==> src/rtl/bram_capture_controller_pkg.sv <==
// Shared definitions for the capture controller and its strobe generator.
//   cap_state_t : capture FSM state encoding
//   BYTE_LANES  : number of BRAM write-enable lanes (32-bit word)
//   ADDR_SHIFT  : word index to byte address shift
package bram_capture_controller_pkg;

  typedef enum logic [1:0] {
    IDLE,
    ARMED,
    CAPTURE,
    DONE
  } cap_state_t;

  localparam int unsigned BYTE_LANES = 4;
  localparam int unsigned ADDR_SHIFT = 2;

endpackage

==> src/rtl/capture_strobe_gen.sv <==
// Decimation strobe generator.
//   clk, rst : clock and synchronous active-high reset
//   clear    : synchronous clear; holds the counter at 0
//   period   : counter runs 0..period then wraps
//   strobe   : high while the counter is 0 (one cycle in every period+1)
module capture_strobe_gen #(
  parameter int unsigned PERIOD_WIDTH = 16
) (
  input  logic                    clk,
  input  logic                    rst,
  input  logic                    clear,
  input  logic [PERIOD_WIDTH-1:0] period,
  output logic                    strobe
);

  logic [PERIOD_WIDTH-1:0] cnt;

  always_ff @(posedge clk) begin
    if (rst || clear) begin
      cnt <= '0;
    end else if (cnt >= period) begin
      cnt <= '0;
    end else begin
      cnt <= cnt + PERIOD_WIDTH'(1);
    end
  end

  assign strobe = (cnt == '0);

endmodule

==> src/rtl/bram_capture_controller.sv <==
// ADC-to-BRAM capture sequencer.
//   clk, rst      : ADC clock, synchronous active-high reset
//   arm, abort    : single-cycle control pulses from the register bank
//   trig          : trigger level; a rising edge starts an armed capture
//   length, decim : samples per capture and decimation period (latched on arm)
//   address, wen  : BRAM byte address and 4-lane write enable
//   busy, done    : status (ARMED/CAPTURE, DONE)
//   capture_count : completed captures, wraps modulo 2^32
module bram_capture_controller
  import bram_capture_controller_pkg::*;
#(
  parameter int unsigned ADDR_WIDTH  = 13,
  parameter int unsigned DECIM_WIDTH = 16
) (
  input  logic                   clk,
  input  logic                   rst,
  input  logic                   arm,
  input  logic                   abort,
  input  logic                   trig,
  input  logic [ADDR_WIDTH:0]    length,
  input  logic [DECIM_WIDTH-1:0] decim,
  output logic [31:0]            address,
  output logic [BYTE_LANES-1:0]  wen,
  output logic                   busy,
  output logic                   done,
  output logic [31:0]            capture_count
);

  localparam logic [ADDR_WIDTH:0] FULL_LEN = {1'b1, {ADDR_WIDTH{1'b0}}};

  cap_state_t             state_q, state_d;
  logic                   trig_reg;
  logic [ADDR_WIDTH:0]    len_q, len_d;
  logic [DECIM_WIDTH-1:0] dec_q, dec_d;
  logic [ADDR_WIDTH-1:0]  idx_q, idx_d;
  logic                   last_q, last_d;
  logic [31:0]            addr_d;
  logic [BYTE_LANES-1:0]  wen_d;
  logic                   busy_d, done_d;
  logic [31:0]            count_d;
  logic                   trig_edge;
  logic                   strobe;
  logic                   is_last;

  assign trig_edge = trig & ~trig_reg;
  assign is_last   = ({1'b0, idx_q} == (len_q - 1'b1));

  // Counter sits at 0 outside CAPTURE, so the first strobe lands on the
  // first CAPTURE cycle.
  capture_strobe_gen #(
    .PERIOD_WIDTH(DECIM_WIDTH)
  ) u_strobe (
    .clk    (clk),
    .rst    (rst),
    .clear  (state_q != CAPTURE),
    .period (dec_q),
    .strobe (strobe)
  );

  always_comb begin
    state_d = state_q;
    len_d   = len_q;
    dec_d   = dec_q;
    idx_d   = idx_q;
    last_d  = last_q;
    addr_d  = address;
    wen_d   = '0;
    count_d = capture_count;

    if (abort) begin
      state_d = IDLE;
      last_d  = 1'b0;
    end else begin
      case (state_q)
        IDLE, DONE, ARMED: begin
          if (arm) begin
            state_d = ARMED;
            len_d   = ((length == '0) || (length > FULL_LEN)) ? FULL_LEN : length;
            dec_d   = decim;
            idx_d   = '0;
            last_d  = 1'b0;
          end else if ((state_q == ARMED) && trig_edge) begin
            state_d = CAPTURE;
          end
        end
        CAPTURE: begin
          // last_q marks that the final write went out on the previous
          // cycle; completing one cycle later keeps done/count aligned with
          // wen dropping and blocks a wrapped extra write.
          if (last_q) begin
            state_d = DONE;
            count_d = capture_count + 32'd1;
            last_d  = 1'b0;
          end else if (strobe) begin
            wen_d  = '1;
            addr_d = {{(32 - ADDR_WIDTH){1'b0}}, idx_q} << ADDR_SHIFT;
            idx_d  = idx_q + ADDR_WIDTH'(1);
            last_d = is_last;
          end
        end
        default: state_d = IDLE;
      endcase
    end

    busy_d = (state_d == ARMED) || (state_d == CAPTURE);
    done_d = (state_d == DONE);
  end

  always_ff @(posedge clk) begin
    if (rst) begin
      state_q       <= IDLE;
      trig_reg      <= 1'b1;
      len_q         <= '0;
      dec_q         <= '0;
      idx_q         <= '0;
      last_q        <= 1'b0;
      address       <= '0;
      wen           <= '0;
      busy          <= 1'b0;
      done          <= 1'b0;
      capture_count <= '0;
    end else begin
      state_q       <= state_d;
      trig_reg      <= trig;
      len_q         <= len_d;
      dec_q         <= dec_d;
      idx_q         <= idx_d;
      last_q        <= last_d;
      address       <= addr_d;
      wen           <= wen_d;
      busy          <= busy_d;
      done          <= done_d;
      capture_count <= count_d;
    end
  end

endmodule

==> config.mk <==
export PLATFORM = sky130hd
export DESIGN_NAME = bram_capture_controller
export DESIGN_NICKNAME = d
export VERILOG_FILES = /design/src/rtl/bram_capture_controller_pkg.sv /design/src/rtl/capture_strobe_gen.sv /design/src/rtl/bram_capture_controller.sv
export SDC_FILE = /design/constraint.sdc
export NUM_CORES = 1
export LEC_CHECK = 0
export ABC_AREA = 1
export CAP_MARGIN = 20
export CORE_MARGIN = 5
export CORE_UTILIZATION = 53
export DETAILED_ROUTE_END_ITERATION = 10
export GPL_TIMING_DRIVEN = 0
export HOLD_SLACK_MARGIN = 0.08
export PLACE_DENSITY = 0.8
export SYNTH_ARGS = -nofsm -noshare
export SYNTH_HDL_FRONTEND = slang
export SYNTH_SLANG_ARGS = --single-unit
==> constraint.sdc <==
create_clock -name clk -period 1.95 [get_ports clk]
set_input_delay 0.195 -clock clk [delete_from_list [all_inputs] [get_ports clk]]
set_output_delay 0.195 -clock clk [all_outputs]
set_load 0.005 [all_outputs]
==> run summary, run 1 <==
Worst Hold Slack: 0.405 ns
ports placed on the boundary: 105
Design Power: 4.68 mW
critical path cell sequence: inv_1 -> ha_1 -> nand3_1 -> nor2_1 -> nand3_2 -> nor3_4 -> buf_4 -> o21ai_0 -> a21oi_1
number of flip-flops and latches in the synthesized netlist: 111
clock net sink count: 111
cell area after synthesis: 6010 um2
Crit. End Element: register
RePlAce Congestion: 0.868
detailed-route DRC error count: 0
Max Fanout on Critical Path: 6
proportion of register bits with asynchronous set or reset after synthesis: 0%
Cells after Synth: 882
Synth area leader: dfxtp_1
clock transition at the registers of the reported paths: 0.07 ns
data required time at the worst endpoint: 2.22 ns
Cell Rows: 38
Post-Route WL: 15,100 um
number of antenna violations at the first check in global routing: 0
Die Footprint: 13,600 um2
critical-path cell with the highest stage delay: nor3_4
via/cell ratio: 5.11
Top reg by flops: capture_count
setup slack after placement: -0.202 ns
maximum buffer depth of the clock tree: 2
Final Critical Period: 1.87 ns
Seq/Total Area, Yosys: 37.0%
area of the core region: 11,000 um2
initial core utilization: 54.8%
height of the die: 117 um
leading cell types by count after synthesis: nand2_1 (198), nor2_1 (115), inv_1 (114)
number of endpoints with negative hold slack in the final report: 0
H-tree lvl count: 3
largest net degree at the start of global routing: 18
number of maximum-capacitance constraint violations: 0
max reg flops: 32
kind of start point of the critical path: register
total via count in the routed design: 5,863
worst clock skew on the final layout: 0.00764 ns
width of the chip: 117 um
placed cell count: 1,124
standard cell area after detailed placement: 7100 um2
aggregate global-route resource usage: 21.9%
ratio of cells with drive above 1 in the final layout: 8.13%
FMAX: 535 MHz
Detailed Routing Iterations Pass 1: 5
DRT antenna net count: 0
worst slew pin tran: 0.557 ns
outcome: finished clean
TritonCTS clock tree: done
TritonCTS buffer count: 9
worst min path class: in2reg
diode count: 0
kind of cell with the highest combined delay on the critical path: simple AND/OR/NAND/NOR gates
critical path's largest stage delay: 0.37 ns
Avg Cell Area, Syn: 6.82 um2
Remaining Overflow, GRT: 0
global-route wire length before repair: 24,000 um
Bufs and invs on worst path: 2
routed length per instance: 13.1 um
root buffer selected by CTS: clkbuf_16
final-stage net count: 1,060
YS warnings: 0
most frequently used flop master after synthesis: dfxtp_1
fraction of synthesized cell area taken by the top area cell type: 37.0%
via count of the first global-routing pass: 5,206
worst setup slack after layout: 0.0816 ns
power density of the placed cells: 619 nW/um2
Worst-Skew Late Latency: 0.35 ns
maximum resistive drop on vdd: 823 uV
Final setup violation count: 0
count of different cell masters after synthesis: 36
reported leakage power: 3.01 nW
Iter 0 DRT Violations: 545
slew margin rel.: 62.8%
critical path class: reg2reg
top flop regs: capture_count x32, dec_q x16, u_strobe.cnt x16
final design instance area without fill: 7550 um2
data arrival time of the worst path: 2.14 ns
number of pins with negative max-slew slack in the final report: 0
Cell Count, Final, Fillers Out: 1,148
Area contributors post-synth: dfxtp_1 (37%), nand2_1 (12%), nor2_1 (7.2%), inv_1 (7.1%), o21ai_0 (4.7%)
most numerous cell in the Yosys netlist: nand2_1
share of the clock period used by the worst path: 95.8%
hpwl dp: 11,400 um
number of buffers inserted by port buffering: 84
area delta synth->final: 25.6%
number of synthesized flops with an enable pin: 0
-- area by class of cell --
cell class,count,area (um2)
fillers,938,3430
multi-input cells,633,3250
flip-flops and latches,111,2220
repair buffers,92,901
inverters,116,439
plain buffers,40,255
clock buffers,10,229
well taps,140,175
clock inverters,6,85.1
-- cells in the final DEF, fill, tap and decap left out, drive strengths merged, types with 19 or more instances in the layout --
cell	n
clkbuf	21
ha	22
nor2	124
clkdlybuf4s50	84
nand2	202
nand3	40
xor2	23
a21oi	55
dfxtp	111
conb	19
buf	37
o21ai	56
inv	115
nor3	35
-- worst paths after layout --
| kind | from | endpoint | slack [ns] | cells past startpoint |
|---|---|---|---|---|
| worst max-delay path | u_strobe.cnt[0] | address[10] | 0.08 | 9 |
| worst min-delay path | abort | state_q[0] | 0.40 | 2 |
| worst max register to register | u_strobe.cnt[0] | address[10] | 0.08 | 9 |
| worst min register to register | u_strobe.cnt[0] | u_strobe.cnt[0] | 0.46 | 1 |
-- cells by family (layout without fill, tap and decap cells) --
logic type               after synthesis  in the layout  share of synthesized area (%)
adder cells (fa/ha/maj)               22             22                           4.58
other                                  1             19                         0.0624
flip-flops                           111            111                           37.0
buffers and inverters                156            264                           11.3
AO/OA/AOI/OAI                        125            125                           11.1
AND/OR/NAND/NOR                      434            434                           31.2
XOR/XNOR                              33             33                           4.81
-- power by group --
part | internal [mW] | leakage (nW) | total, mW | switching [mW]
Clock | 1.12 | 0.148 | 1.96 | 0.841
Combinational | 0.181 | 1.97 | 0.399 | 0.218
Sequential | 2.30 | 0.898 | 2.31 | 0.0189
Total | 3.60 | 3.01 | 4.68 | 1.08
-- repair_timing --
item	in CTS	in global routing
endpoints found under the setup margin	22	51
setup buffers	1	6
hold buffers	0	0
pin swaps	1	3
gates cloned	0	1
resized for setup	3	24
hold endpoints to repair	0	0
-- stage by stage --
| step | util (%) | setup TNS [ns] |
|---|---|---|
| after global placement | 64.6 | -4.49 |
| after floorplan | - | 0 |
| final | 68.8 | 0 |
| after CTS | 67.7 | 0 |
| after global routing | 68.8 | -0.0703 |
| after detailed placement | 64.6 | -4.98 |
-- metal layers --
metal	vias to the layer above	global-route usage, %	wire length (um)	part of all wire [%]
met4	0	4.33	224	1.5
li1	3024	-	-	-
met1	2639	28.9	6800	45
met3	18	4.77	1030	6.8
met5	-	0	0	0
met2	182	37.2	7000	47
Note: power is estimated with default switching activity, not from simulation.
==> run 2, diff against run 1 <==
--- a/config.mk
+++ b/config.mk
@@ -13,6 +13,8 @@
 export GPL_TIMING_DRIVEN = 0
 export HOLD_SLACK_MARGIN = 0.08
 export PLACE_DENSITY = 0.8
+export RECOVER_POWER = 25
+export SLEW_MARGIN = 10
 export SYNTH_ARGS = -nofsm -noshare
 export SYNTH_HDL_FRONTEND = slang
 export SYNTH_SLANG_ARGS = --single-unit
==> run 2 against run 1 <==
Non-clock buffer count unchanged. First-iteration DRC count decreased by 6.4%. Clock skew about the same. Critical path type unchanged. Largest power group unchanged.
==> run summary, run 2 (synthesized netlist as in run 1, its figures left out) <==
critical path class: reg2reg
area delta synth->final: 25.6% (unchanged)
critical path's largest stage delay: 0.37 ns (about the same)
data required time at the worst endpoint: 2.22 ns (about the same)
worst clock skew on the final layout: 0.00764 ns (+0.000000330 ns)
hpwl dp: 11,400 um (unchanged)
critical path cell sequence: inv_1 -> ha_1 -> nand3_1 -> nor2_1 -> nand3_2 -> nor3_4 -> buf_4 -> o21ai_0 -> a21oi_1
aggregate global-route resource usage: 21.9% (unchanged)
Max Fanout on Critical Path: 6 (unchanged)
most frequent cells in the layout: nand2_1 (195), inv_1 (114), nor2_1 (114)
number of pins with negative max-slew slack in the final report: 0 (unchanged)
outcome: finished clean
H-tree lvl count: 3 (unchanged)
root buffer selected by CTS: clkbuf_16
area of the core region: 11,000 um2 (unchanged)
detailed-route DRC error count: 0 (unchanged)
number of endpoints with negative hold slack in the final report: 0 (unchanged)
width of the chip: 117 um (unchanged)
final-stage net count: 1,060 (unchanged)
data arrival time of the worst path: 2.14 ns (about the same)
standard cell area after detailed placement: 7100 um2 (unchanged)
max reg flops: 32 (unchanged)
FF-to-FF path depth: 9 (unchanged)
Iter 0 DRT Violations: 510 (-6.4%)
RePlAce Congestion: 0.868 (unchanged)
TritonCTS buffer count: 9 (unchanged)
Worst-Skew Late Latency: 0.35 ns (about the same)
TritonCTS clock tree: done
DRT antenna net count: 0 (unchanged)
ratio of cells with drive above 1 in the final layout: 8.13% (unchanged)
Top reg by flops: capture_count
via/cell ratio: 5.12 (+0.27%)
Worst R2R Start: u_strobe.cnt[0]
Detailed Routing Iterations Pass 1: 5 (unchanged)
maximum resistive drop on vdd: 823 uV (about the same)
routed length per instance: 13.1 um (+0.15%)
number of maximum-capacitance constraint violations: 0 (unchanged)
Final Critical Period: 1.87 ns (-0.00247 ns)
largest net degree at the start of global routing: 18 (unchanged)
height of the die: 117 um (unchanged)
number of buffers inserted by port buffering: 84 (unchanged)
clock transition at the registers of the reported paths: 0.07 ns (about the same)
critical-path cell with the highest stage delay: nor3_4
Design Power: 4.67 mW (about the same)
FMAX: 536 MHz (+0.13%)
Hold Startpoint: abort
ports placed on the boundary: 105 (unchanged)
Cell Rows: 38 (unchanged)
depth of the worst hold-timing path: 2 (unchanged)
most common cell after layout, fill and taps aside: nand2_1
slew margin rel.: 62.7% (-0.15 points)
clock net sink count: 111 (unchanged)
Final setup violation count: 0 (unchanged)
final design instance area without fill: 7550 um2 (unchanged)
Hold Path End: state_q[0]
internal reg-to-reg setup slack: 0.08 ns (about the same)
reported leakage power: 3.13 nW (+3.9%)
number of antenna violations at the first check in global routing: 0 (unchanged)
worst slew pin tran: 0.560 ns (+0.00227 ns)
kind of start point of the critical path: register
global-route wire length before repair: 24,000 um (unchanged)
share of the clock period used by the worst path: 95.7% (-0.13 points)
power density of the placed cells: 619 nW/um2 (about the same)
maximum buffer depth of the clock tree: 2 (unchanged)
post-cts hold buffer count: 0 (unchanged)
initial core utilization: 54.8% (unchanged)
via count of the first global-routing pass: 5,206 (unchanged)
capturing point of the worst reg2reg path: address[10]
Crit. End Element: register
diode count: 0 (unchanged)
Die Footprint: 13,600 um2 (unchanged)
worst min path class: in2reg
total via count in the routed design: 5,879 (+0.27%)
Remaining Overflow, GRT: 0 (unchanged)
top flop regs: capture_count x32, dec_q x16, u_strobe.cnt x16
Post-Route WL: 15,100 um (+0.15%)
run 2: cell type report:
class / instances / area (um2)
clock inverters: 6 / 85.1
plain buffers: 40 / 255
inverters: 116 / 439
fillers: 938 / 3430
multi-input cells: 633 / 3250
well taps: 140 / 175
repair buffers: 92 / 901
flip-flops and latches: 111 / 2220
clock buffers: 10 / 229
run 2: per-layer routing:
metal	vias up	global-route usage, %	part of all wire, %
li1	3026	-	-
met1	2641	28.9	45
met2	193	37.2	47
met3	19	4.77	7.1
met4	0	4.33	1.5
met5	-	0	0
run 2: timing repair:
item,4_1_cts,5_1_grt
resized for setup,3,24
gates cloned,0,1
setup endpoints to repair,22,51
pin swaps,1,3
endpoints found under the hold margin,0,0
buffers inserted,1,6
run 2: critical path, delay by kind of cell, from the launching register on:
family / cells / cell delay [ns]
AND/OR/NAND/NOR: 4 / 0.72
adder cells (fa/ha/maj): 1 / 0.19
buffers and inverters: 2 / 0.29
flip-flops: 1 / 0.34
AO/OA/AOI/OAI: 2 / 0.26
run 2: worst max-delay path by stage:
| stage | startpoint | depth (start not counted) | endpoint | slack (ns) |
|---|---|---|---|---|
| 6_report | u_strobe.cnt[0] | 9 | address[10] | 0.08 |
| 5_1_grt | u_strobe.cnt[0] | 9 | address[10] | -0.05 |
| 4_1_cts | u_strobe.cnt[0] | 8 | address[7] | 0.03 |
| 3_5_place_dp | u_strobe.cnt[14] | 9 | u_strobe.cnt[11] | -0.20 |
| 3_3_place_gp | rst | 6 | address[14] | -0.16 |
| 2_1_floorplan | dec_q[15] | 10 | u_strobe.cnt[10] | 0.24 |
run 2: where the power goes:
part	switching, mW	leakage, nW	internal, mW	total, mW
clock	0.838	0.148	1.12	1.96
combinational	0.219	2.09	0.180	0.399
sequential	0.0188	0.898	2.30	2.31
total	1.08	3.13	3.60	4.67
run 2: metrics by stage:
step                hold WS, ns  TNS [ns]  std cells  setup WS [ns]  utilization (%)
global route              0.414   -0.0703       1148        -0.0489             68.8
detailed placement        0.453     -4.98       1124         -0.202             64.6
CTS                       0.397         0       1141         0.0266             67.7
floorplan                 0.298         0        900          0.244                -
finish                    0.406         0       1148         0.0841             68.8
global placement          0.447     -4.49       1124         -0.160             64.6
